**src/rtl/button_event_ctrl.sv**
```systemverilog
// rtl/button_event_ctrl.sv - serializes debounced buttons into PRESS/LONG/REPEAT/RELEASE events
// One button owns the controller from its rising edge until it is released.
module button_event_ctrl #(
  parameter int NUM_BTN      = 4,
  parameter int LONG_TICKS   = 500,
  parameter int REPEAT_TICKS = 100,
  localparam int ID_W = $clog2(NUM_BTN)
) (
  input  logic               clk,
  input  logic               rst,
  input  logic               tick_fast,
  input  logic [NUM_BTN-1:0] btn_deb,
  output logic               evt_valid,
  output logic [ID_W-1:0]    evt_id,
  output logic [1:0]         evt_kind,
  output logic               busy
);
  localparam int CNT_MAX = (LONG_TICKS > REPEAT_TICKS) ? LONG_TICKS : REPEAT_TICKS;
  localparam int CNT_W   = (CNT_MAX > 1) ? $clog2(CNT_MAX) : 1;
  localparam logic [CNT_W-1:0] LONG_LAST   = CNT_W'(LONG_TICKS - 1);
  localparam logic [CNT_W-1:0] REPEAT_LAST = CNT_W'(REPEAT_TICKS - 1);

  localparam logic [1:0] KIND_PRESS   = 2'b00;
  localparam logic [1:0] KIND_LONG    = 2'b01;
  localparam logic [1:0] KIND_REPEAT  = 2'b10;
  localparam logic [1:0] KIND_RELEASE = 2'b11;

  typedef enum logic [1:0] {IDLE, HELD, RPT} state_t;

  state_t             state_q, state_d;
  logic [CNT_W-1:0]   cnt_q, cnt_d;
  logic [ID_W-1:0]    owner_q, owner_d;
  logic [NUM_BTN-1:0] prev_q, prev_d;
  logic               evt_valid_q, evt_valid_d;
  logic [ID_W-1:0]    evt_id_q, evt_id_d;
  logic [1:0]         evt_kind_q, evt_kind_d;
  logic               busy_q, busy_d;

  logic [NUM_BTN-1:0] rise;
  logic [ID_W-1:0]    first_idx;

  always_comb begin
    rise      = btn_deb & ~prev_q;
    first_idx = '0;
    // Scan downwards so the lowest rising index wins.
    for (int i = NUM_BTN - 1; i >= 0; i--) begin
      if (rise[i]) first_idx = ID_W'(i);
    end

    state_d     = state_q;
    cnt_d       = cnt_q;
    owner_d     = owner_q;
    prev_d      = btn_deb;
    evt_valid_d = 1'b0;
    evt_id_d    = evt_id_q;
    evt_kind_d  = evt_kind_q;
    busy_d      = busy_q;

    case (state_q)
      IDLE: begin
        if (|rise) begin
          owner_d     = first_idx;
          evt_valid_d = 1'b1;
          evt_kind_d  = KIND_PRESS;
          evt_id_d    = first_idx;
          cnt_d       = '0;
          state_d     = HELD;
          busy_d      = 1'b1;
        end
      end
      HELD, RPT: begin
        // Release is checked first so it beats a completing tick.
        if (!btn_deb[owner_q]) begin
          evt_valid_d = 1'b1;
          evt_kind_d  = KIND_RELEASE;
          evt_id_d    = owner_q;
          state_d     = IDLE;
          busy_d      = 1'b0;
        end else if (tick_fast) begin
          if (cnt_q == ((state_q == HELD) ? LONG_LAST : REPEAT_LAST)) begin
            evt_valid_d = 1'b1;
            evt_kind_d  = (state_q == HELD) ? KIND_LONG : KIND_REPEAT;
            evt_id_d    = owner_q;
            cnt_d       = '0;
            state_d     = RPT;
          end else begin
            cnt_d = cnt_q + 1'b1;
          end
        end
      end
      default: state_d = IDLE;
    endcase
  end

  always_ff @(posedge clk or posedge rst) begin
    if (rst) begin
      state_q     <= IDLE;
      cnt_q       <= '0;
      owner_q     <= '0;
      prev_q      <= '1;
      evt_valid_q <= 1'b0;
      evt_id_q    <= '0;
      evt_kind_q  <= '0;
      busy_q      <= 1'b0;
    end else begin
      state_q     <= state_d;
      cnt_q       <= cnt_d;
      owner_q     <= owner_d;
      prev_q      <= prev_d;
      evt_valid_q <= evt_valid_d;
      evt_id_q    <= evt_id_d;
      evt_kind_q  <= evt_kind_d;
      busy_q      <= busy_d;
    end
  end

  assign evt_valid = evt_valid_q;
  assign evt_id    = evt_id_q;
  assign evt_kind  = evt_kind_q;
  assign busy      = busy_q;
endmodule

```
**config.mk**
```make
export PLATFORM = sky130hd
export DESIGN_NAME = button_event_ctrl
export DESIGN_NICKNAME = d
export VERILOG_FILES = /design/src/rtl/button_event_ctrl.sv
export SDC_FILE = /design/constraint.sdc
export NUM_CORES = 1
export LEC_CHECK = 0
export ABC_AREA = 1
export BUFFER_PORTS_ARGS = -buffer_cell sky130_fd_sc_hd__buf_2
export CAP_MARGIN = 40
export CORE_MARGIN = 5
export CORE_UTILIZATION = 35
export CTS_CLUSTER_SIZE = 12
export DETAILED_ROUTE_END_ITERATION = 7
export PLACE_DENSITY = 0.54
export SYNTH_ARGS = -nofsm -noshare
export SYNTH_HDL_FRONTEND = slang
export SYNTH_SLANG_ARGS = --single-unit
```
**constraint.sdc**
```tcl
create_clock -name clk -period 1.7 [get_ports clk]
set_input_delay 0.17 -clock clk [delete_from_list [all_inputs] [get_ports clk]]
set_output_delay 0.17 -clock clk [all_outputs]
set_load 0.02 [all_outputs]
```
# Word level (Yosys, flattened, before mapping)
# Cells that the tools add are included.
# classes
eq_ne,9
magnitude_cmp,1
reduce_logical,9
bitwise_logic,2
muxes,36
add_sub_neg,1
# ops
cell,count
$mux W9,5
$mux W2,17
$pmux W9 S2,1
$pmux W2 S2,3
$add A9 B1 Y9 const B,1
$eq A9 B9 Y1,1
$ne A2 B2 Y1 const B,4
$reduce_and A4 Y1,2
$mux W1,7
$ne A3 B3 Y1 const B,2
$reduce_and A3 Y1,2
$and A4 B4 Y4,1
$not A4 Y4,1
$pmux W1 S2,2
$reduce_or A4 Y1,1
$lt A2 B3 Y1 const B,1
$bmux W1 S2,1
$eq A2 B1 Y1 const B,1
$eq A2 B2 Y1 const B,1
$logic_not A2 Y1,1
$reduce_and A2 Y1,1
$reduce_bool A2 Y1,1
$reduce_or A2 Y1,1
# word_totals
word_cells,66
ff_bits,23
out_inout_bits,6

# Depth between registers and ports, before layout
# Gate-level depths: netlist (run 1).
# logic_depth
depth_word,8
ltp_mapped,10
depth_no_buf,10

# Worst setup path before layout (run 1)
# Ideal clock, no wire load.
# synth_timing
kind,register to register
start,reg state_q[0]
end,reg cnt_q[4]
required_ns,1.587
path_buffers,0
setup_time_ns,0.113
arrival_ns,1.431
stages_incl_launch_ff,11
slack_ns,0.156
path_cell_list,dfrtp_1 inv_1 ha_1 inv_2 nor2_2 nor2_4 nand3_4 inv_6 nand2_1 nand2_1 inv_1
# synth_between
elab_chain_len,7
elab_cells_between_ends,15
cone_classes,eq/ne (6); mux (5); reduce/logical (4)
# synth_rtl
item,line,source
start: declaration,30,"state_t state_q, state_d;"
start signal: assignment,106,state_q <= state_d;
$eq A2 B1 Y1,"59, 80",
$mux W9,80,if (cnt_q == ((state_q == HELD) ? LONG_LAST : REPEAT_LAST)) begin
$eq A9 B9 Y1,80,
$mux W9,80,
$mux W9,79,end else if (tick_fast) begin
$mux W9,73,if (!btn_deb[owner_q]) begin
$pmux W9 S2,59,case (state_q)
end signal: assignment,107,cnt_q <= cnt_d;
end: declaration,31,"logic [CNT_W-1:0] cnt_q, cnt_d;"
# Parallel ways exist; a longest one is shown, timed or not. The select of a mux whose other input is x is not followed.
# A chain may end at the register's enable or synchronous reset.

# Worst setup path after layout (run 1)
# layout_timing
start,reg state_q[0]
end,"reg evt_id_q[0], in the netlist evt_id[0]"
# layout_between
elab_chain_len,5
elab_cells_between_ends,12
cone_classes,eq/ne (6); mux (2); reduce/logical (4)
# layout_rtl
item,line,source
$eq A2 B1 Y1,"59, 80",
$mux W9,80,
$eq A9 B9 Y1,80,
$ne A3 B3 Y1 (no line),n/a,
$reduce_and A4 Y1 (no line),n/a,
end signal: assignment,111,evt_id_q <= evt_id_d;
end: declaration,35,"logic [ID_W-1:0] evt_id_q, evt_id_d;"
# Parallel ways exist; a longest one is shown, timed or not.

==> metrics.md, run 1 <==
| Metric | Value |
|---|---|
| Outcome | complete, no violations |
| Final net count | 226 |
| Final setup violation count | 0 |
| Worst-Margin Slew | 544 ps |
| # IOs | 13 |
| Average cell area after synthesis | 7.83 um2 |
| Post-synthesis cell area | 1490 um2 |
| Hold Crit Start | btn_deb[2] |
| Fin. Hold Viols | 0 |
| Root Buffer | clkbuf_8 |
| Crit-path slowest cell | dfrtp_1 |
| Switching share of power | 48.9% |
| Clock share of power | 12.0% |
| Cell area after layout | 1720 um2 |
| Final TNS setup | 0 ps |
| Tcrit/Tclk final | 94.0% |
| Clock tree from TritonCTS | yes |
| Yosys cell types | 23 |
| Metal2 WL | 1.29 mm |
| Max-slew violation count | 0 |
| Initial core utilization | 36.7% |
| Detailed placement HPWL | 2.31 mm |
| Ant diodes | 0 |
| Yosys warns | 0 |
| Crit Path Max Fanout | 9 |
| Clk buf depth | 2 |
| FP Rows | 23 |
| Inserted Clock Buffers | 3 |
| Via count | 1,190 |
| Drt wl/cell | 11.3 um |
| Pin count of the biggest net entering global routing | 15 |
| IO Port Bufs | 12 |
| Startpoint Class | register |
| Sw power | 1.43 mW |
| Pwr Total | 2.94 mW |
| Worst Setup End Kind | register |
| Height of the die | 75.2 um |
| Worst Path Class, Setup | reg -> reg |
| RD Place Congestion | 0.870 |
| Vias in the first global route | 1,156 |
| First-pass iteration count of the detailed router | 4 |
| Cells after Synth | 190 |
| Worst relative slew slack | 63.7% |
| Via density | 4.52 |
| First-pass GRT wire length | 5.26 mm |
| Power per cell area | 1710 nW/um2 |
| Worst-path cell chain | buf_4 -> ha_1 -> inv_2 -> nand3_1 -> nand2_1 -> nand3_4 -> nand2_8 -> nand3_4 -> nand2_1 -> nand2_1 |
| Antenna violations before repair | 0 |
| Reg power frac | 25.9% |
| CTS Sinks | 23 |
| Core box area | 4060 um2 |
| Drc violations | 0 |
| Setup ws final | 102 ps |
| Routed length on met3 | 104 um |
| GRT overflow | 0 |
| Clock Skew | 3.15 ps |
| Area Overhead vs Synth | 15.4% |
| Die Wd | 75.2 um |
| Met1 WL | 1.52 mm |
| Clk slew on worst S/H paths | 90 ps |
| Placed inst area | 1650 um2 |
| Fin cells | 263 |
| Lkg Pwr | 0.913 nW |
| Critical path arrival | 1770 ps |
| RSZ-0062 raised after global routing | false |
| WP data required | 1870 ps |
| Hold Slack | 10.0 ps |
| WL final | 2.97 mm |
| Gr usage total | 12.3% |
| RR Startpoint | state_q[0]$_DFFE_PP0P_ |
| VDD IR max | 795 uV |
| Place WS | 52.5 ps |
| Final worst path period need | 1600 ps |
| Core Util, Final | 42.3% |
| Layout cells sized above 1 | 26.8% |
| Fmax | 626 MHz |
| HP Class | in -> reg |
| Combinational group share of total power | 62.1% |
| Placed insts | 257 |
| H-tree Lvls | 1 |
| Internal Pwr Total | 1.50 mW |
| Max stage delay on crit path | 380 ps |
| Critical Path Start | state_q[0]$_DFFE_PP0P_ |
| ANT nets after route | 0 |
| Die area | 5650 um2 |
| FF+latch count, synth | 23 |
| Cell repeated most along the worst path | nand2_1 |
| Register area share after synthesis | 39.0% |
| Skew-Pair Late Insertion Delay | 270 ps |
| Initial DRC Count | 51 |
| Top layer in use | met4 |
| Post-synth net total | 202 |
| Max_cap viols | 0 |
synth_stat cells (all sizes together):
cell type | n | area [um2]
dfstp | 4 | 105
buf | 1 | 7.51
dfrtp | 19 | 475
nor2 | 14 | 93.8
nor3 | 2 | 10.0
o21ai | 10 | 65.1
nand2 | 72 | 312
xor2 | 2 | 17.5
nand3 | 20 | 153
inv | 30 | 118
ha | 5 | 62.6
nand4 | 11 | 68.8
area by class of cell:
class / count / area [um2]
inverter: 30 / 118
multi-input combinational: 136 / 785
clock buffer: 3 / 41.3
fill: 421 / 2340
clock inverter: 1 / 5.00
sequential: 23 / 581
timing repair buffer: 20 / 125
tap: 50 / 62.6
timing repair:
action,CTS,global route
resized for setup,0,2
hold buffers,1,1
setup buffers,0,0
endpoints found under the setup margin,0,13
endpoints found under the hold margin,9,1
worst paths after layout:
| check | end | slack, ps | depth (start not counted) |
|---|---|---|---|
| max in group asynchronous | cnt_q[5]$_DFFE_PP0P_ | 670 | 4 |
| min in group asynchronous | owner_q[1]$_DFFE_PP0P_ | 480 | 3 |
| hold / removal | prev_q[2]$_DFF_PP1_ | 10 | 1 |
| setup reg to reg | evt_id[0]$_DFFE_PP0P_ | 100 | 10 |
| setup / recovery | evt_id[0]$_DFFE_PP0P_ | 100 | 10 |
| hold reg to reg | evt_id[1]$_DFFE_PP0P_ | 470 | 2 |
cells in the final DEF (no fill, tap or decap), drive strengths merged:
| cell | count |
|---|---|
| clkbuf | 3 |
| nor3 | 2 |
| dfrtp | 19 |
| nor2 | 14 |
| nand3 | 20 |
| inv | 30 |
| clkinv | 1 |
| ha | 5 |
| nand4 | 11 |
| buf | 18 |
| o21ai | 10 |
| dlygate4sd3 | 2 |
| xor2 | 2 |
| dfstp | 4 |
| nand2 | 72 |
state kept, by name, indices dropped and copies added, names as in the netlist:
register and count:
evt_kind 2, state_q 2, evt_valid 1, evt_id 2
busy 1, owner_q 2, cnt_q 9, prev_q 4
per-layer routing:
| metal | global-route usage [%] | vias to the layer above |
|---|---|---|
| li1 | - | 648 |
| met1 | 16.9 | 517 |
| met2 | 18.8 | 21 |
| met3 | 2.00 | 4 |
| met4 | 5.83 | 0 |
| met5 | 0 | - |
power groups by stage:
stage | sequential, mW | clock [mW] | combinational, mW
final | 0.760 | 0.352 | 1.82
after global routing | 0.777 | 0.389 | 2.03
after CTS | 0.763 | 0.368 | 1.82
after detailed placement | 0.773 | 0 | 1.81
after global placement | 0.771 | 0 | 1.82
after floorplan | 0.843 | 0 | 1.31
critical path: cells and delay by family (launching register included):
kind                     cells  cell delay, ps
AND/OR/NAND/NOR              7             650
adder cells (fa/ha/maj)      1             230
flip-flops                   1             380
buffers and inverters        2             230
cells by family after synthesis:
| group | Yosys count | share of synthesized area [%] |
|---|---|---|
| xor+xnor | 2 | 1.18 |
| simple gates | 119 | 42.8 |
| flops | 23 | 39.0 |
| fa+ha+maj | 5 | 4.21 |
| buf+inv | 31 | 8.41 |
| compound gates | 10 | 4.37 |
Note: power is estimated with default switching activity, not from simulation.
==> run 2, diff against run 1 <==
--- a/config.mk
+++ b/config.mk
@@ -5,14 +5,13 @@
 export SDC_FILE = /design/constraint.sdc
 export NUM_CORES = 1
 export LEC_CHECK = 0
-export ABC_AREA = 1
 export BUFFER_PORTS_ARGS = -buffer_cell sky130_fd_sc_hd__buf_2
 export CAP_MARGIN = 40
 export CORE_MARGIN = 5
 export CORE_UTILIZATION = 35
 export CTS_CLUSTER_SIZE = 12
 export DETAILED_ROUTE_END_ITERATION = 7
-export PLACE_DENSITY = 0.54
+export PLACE_DENSITY = 0.53
 export SYNTH_ARGS = -nofsm -noshare
 export SYNTH_HDL_FRONTEND = slang
 export SYNTH_SLANG_ARGS = --single-unit
==> constraint.sdc (replaced) <==
create_clock -name clk -period 2 [get_ports clk]
set_input_delay 0.2 -clock clk [delete_from_list [all_inputs] [get_ports clk]]
set_output_delay 0.2 -clock clk [all_outputs]
set_load 0.02 [all_outputs]
==> run 2 against run 1 <==
- the run now ends with negative setup slack left
- setup slack worse by 220 ps
- flip-flop and latch count unchanged
- maximum frequency down 24%
- power down 28%
- die area down 14%
- utilization up 9.9 points
- global-route usage up 0.54 points
- highest routed layer unchanged
==> metrics.md, run 2 <==
| Metric | Value |
|---|---|
| Outcome | finished with violations (was complete, no violations) |
| Failing checks | negative setup slack |
| Most frequent cells in the layout | buf_4 (21), dfrtp_1 (19), nand2_1 (14), buf_2 (12) (was nand2_1 (65), inv_1 (24), dfrtp_1 (19), nand3_1 (14), buf_2 (12)) |
| Tcrit/Tclk final | 106% (was 94.0%) |
| Ys async rst share | 100% (unchanged) |
| Hold Slack | 264 ps (was 10.0 ps) |
| Max_cap viols | 0 (unchanged) |
| Filler Cell Count | 315 (was 421) |
| Multiplexer area fraction after synthesis | 4.52% (was 0%) |
| Post-Synth XOR/XNOR Area | 0.703% (was 1.18%) |
| Commonest non-fill, non-tap cell in the layout | buf_4 (was nand2_1) |
| Largest area contributor in the netlist | dfrtp_1 (unchanged) |
| Final net count | 184 (was 226) |
| EDFF count, synth | 0 (unchanged) |
| Average cell area after synthesis | 9.66 um2 (was 7.83 um2) |
| Dominant cells by area after synthesis | dfrtp_1 (38%), dfstp_2 (8.4%), ha_1 (5.0%) (was dfrtp_1 (32%), nand2_1 (16%), dfstp_2 (7.1%)) |
| Fmax | 473 MHz (was 626 MHz) |
| Register area | 581 um2 (unchanged) |
| Clock Skew | 7.16 ps (was 3.15 ps) |
| Synth Area in Compound Gates | 21.0% (was 4.37%) |
| Final setup violation count | 8 (was 0) |
| Clk slew on worst S/H paths | 130 ps (was 90 ps) |
| First-pass iteration count of the detailed router | 4 (unchanged) |
| FF+latch count, synth | 23 (unchanged) |
| HP Class | in -> reg (unchanged) |
| Inserted Clock Buffers | 3 (unchanged) |
| Post-synthesis cell area | 1250 um2 (was 1490 um2) |
| Drc violations | 0 (unchanged) |
| Via density | 5.10 (was 4.52) |
| Clock tree from TritonCTS | yes (unchanged) |
| Antenna violations before repair | 0 (unchanged) |
| Gr usage total | 12.8% (was 12.3%) |
| Setup ws final | -114 ps (was 102 ps) |
| Register area share after synthesis | 46.6% (was 39.0%) |
| Max-slew violation count | 0 (unchanged) |
| Final worst path period need | 2110 ps (was 1600 ps) |
| Post-synth net total | 141 (was 202) |
| First-pass GRT wire length | 5.08 mm (was 5.26 mm) |
| Cells after Synth | 129 (was 190) |
| Critical path arrival | 2330 ps (was 1770 ps) |
| Top_reg_cell synth | dfrtp_1 (unchanged) |
| Worst Setup End Kind | register (unchanged) |
| Via count | 1,107 (was 1,190) |
| Largest registers | cnt_q (9), prev_q (4) (unchanged) |
| Pin count of the biggest net entering global routing | 24 (was 15) |
| Cell area after layout | 1770 um2 (was 1720 um2) |
| Multi-input logic area | 781 um2 (was 785 um2) |
| CTS Sinks | 23 (unchanged) |
| Ant diodes | 0 (unchanged) |
| Initial DRC Count | 29 (was 51) |
| Clk buf depth | 2 (unchanged) |
| Fin. Hold Viols | 0 (unchanged) |
| Area Overhead vs Synth | 42.1% (was 15.4%) |
| Skew-Pair Late Insertion Delay | 310 ps (was 270 ps) |
| Worst Path Class, Setup | reg -> reg (unchanged) |
| Worst relative slew slack | 70.4% (was 63.7%) |
| IO Port Bufs | 12 (unchanged) |
| Detailed placement HPWL | 2.24 mm (was 2.31 mm) |
| Core Util, Final | 52.2% (was 42.3%) |
| Top-area cell type share of the netlist area | 38.2% (was 32.0%) |
| Die Wd | 69.7 um (was 75.2 um) |
| Yosys warns | 0 (unchanged) |
| Vias in the first global route | 1,090 (was 1,156) |
| Max FFs per register | 9 (unchanged) |
| Drt wl/cell | 13.9 um (was 11.3 um) |
| Most numerous cell in the Yosys netlist | dfrtp_1 (was nand2_1) |
| Initial core utilization | 36.8% (was 36.7%) |
| WL final | 3.02 mm (was 2.97 mm) |
| WP data required | 2220 ps (was 1870 ps) |
| VDD IR max | 593 uV (was 795 uV) |
| GRT overflow | 0 (unchanged) |
| Crit Path Max Fanout | 3 (was 9) |
| Worst-Margin Slew | 439 ps (was 544 ps) |
| Yosys cell types | 38 (was 23) |
| # IOs | 13 (unchanged) |
| Adder-cell area share of the yosys netlist | 5.02% (was 4.21%) |
| Placed inst area | 1540 um2 (was 1650 um2) |
| Layout cells sized above 1 | 42.7% (was 26.8%) |
| H-tree Lvls | 1 (unchanged) |
| Startpoint Class | register (unchanged) |
| ANT nets after route | 0 (unchanged) |
| RSZ-0062 raised after global routing | true (was false) |
| Largest family of logic cells by synthesized area | compound AO/OA/AOI/OAI gates (was simple AND/OR/NAND/NOR gates) |
| Core box area | 3390 um2 (was 4060 um2) |
| Height of the die | 69.7 um (was 75.2 um) |
| Die area | 4850 um2 (was 5650 um2) |
| Simple-gate share of the synthesized area | 18.9% (was 42.8%) |
| Top cells by count, synth | dfrtp_1 (19), nand2_1 (14), o21ai_0 (11), nor2_1 (10) (was nand2_1 (65), inv_1 (25), dfrtp_1 (19), nand3_1 (14), nand4_1 (11)) |
| Root Buffer | clkbuf_4 (was clkbuf_8) |
| Power per cell area | 1190 nW/um2 (was 1710 nW/um2) |
| Biggest register | cnt_q (unchanged) |
| Lkg Pwr | 0.786 nW (was 0.913 nW) |
| FP Rows | 21 (was 23) |
| RD Place Congestion | 0.809 (was 0.870) |
==> run 2: worst max-delay path: stages, from the launching register on <==
cell,delay [ps]
dfrtp_1,440
ha_4,170
or4_4,420
a2111oi_4,370
a21oi_2,130
nor2_4,170
mux2_4,310
==> run 2: path summary, 6_finish.rpt <==
kind,from,endpoint,slack [ps],cells past startpoint
min in group asynchronous,rst,owner_q[1]$_DFFE_PP0P_,440,4
worst min register to register,cnt_q[0]$_DFFE_PP0P_,cnt_q[0]$_DFFE_PP0P_,520,1
worst min-delay path,tick_fast,cnt_q[4]$_DFFE_PP0P_,260,3
max in group asynchronous,rst,prev_q[3]$_DFF_PP1_,1270,4
worst max register to register,state_q[0]$_DFFE_PP0P_,evt_id[1]$_DFFE_PP0P_,-110,6
worst max-delay path,state_q[0]$_DFFE_PP0P_,evt_id[1]$_DFFE_PP0P_,-110,6
==> run 2: report_power, final <==
part	switching (mW)	internal [mW]	total (mW)
Combinational	0.641	0.589	1.23
Sequential	0.0800	0.586	0.666
Clock	0.144	0.0747	0.219
==> run 2: logic make-up after synthesis <==
family	Yosys count
AOI/OAI and AO/OA	38
xor gates and xnor gates	1
muxes	4
buffers and inverters	11
and+or+nand+nor	47
adders and majority gates	5
DFF	23
==> run 2: per-stage QoR <==
step                setup WS (ps)  cells  total power [mW]  setup TNS, ps
global placement            -88.6    206              1.69           -346
finish                       -114    217              2.11           -431
global route                 -176    217              2.27          -1570
floorplan                    -272    129              1.31           -889
CTS                         -70.0    217              1.98           -424
detailed placement           -113    206              1.70           -509
==> run 2: area by class of cell <==
type	count	share of cell area, %
clock buffers	3	1.27
clock inverters	1	0.283
inverters	9	1.91
multi-input cells	95	44.1
flip-flops and latches	23	32.8
well taps	46	3.25
repair buffers	40	16.4
==> run 2: timing repair <==
action | CTS | global route
hold endpoints to repair | 23 | 0
hold buffers | 5 | 0
pin swaps | 6 | 12
setup buffers | 2 | 0
resized for setup | 7 | 27
setup endpoints to repair | 10 | 16
==> run 2: metal layers <==
| layer | GRT usage, % | vias to the layer above | part of all wire [%] |
|---|---|---|---|
| met5 | 0 | - | 0 |
| met4 | 4.26 | 0 | 0.99 |
| met3 | 1.74 | 4 | 2.3 |
| met2 | 21.2 | 12 | 50 |
| met1 | 17.2 | 539 | 46 |
| li1 | - | 552 | - |
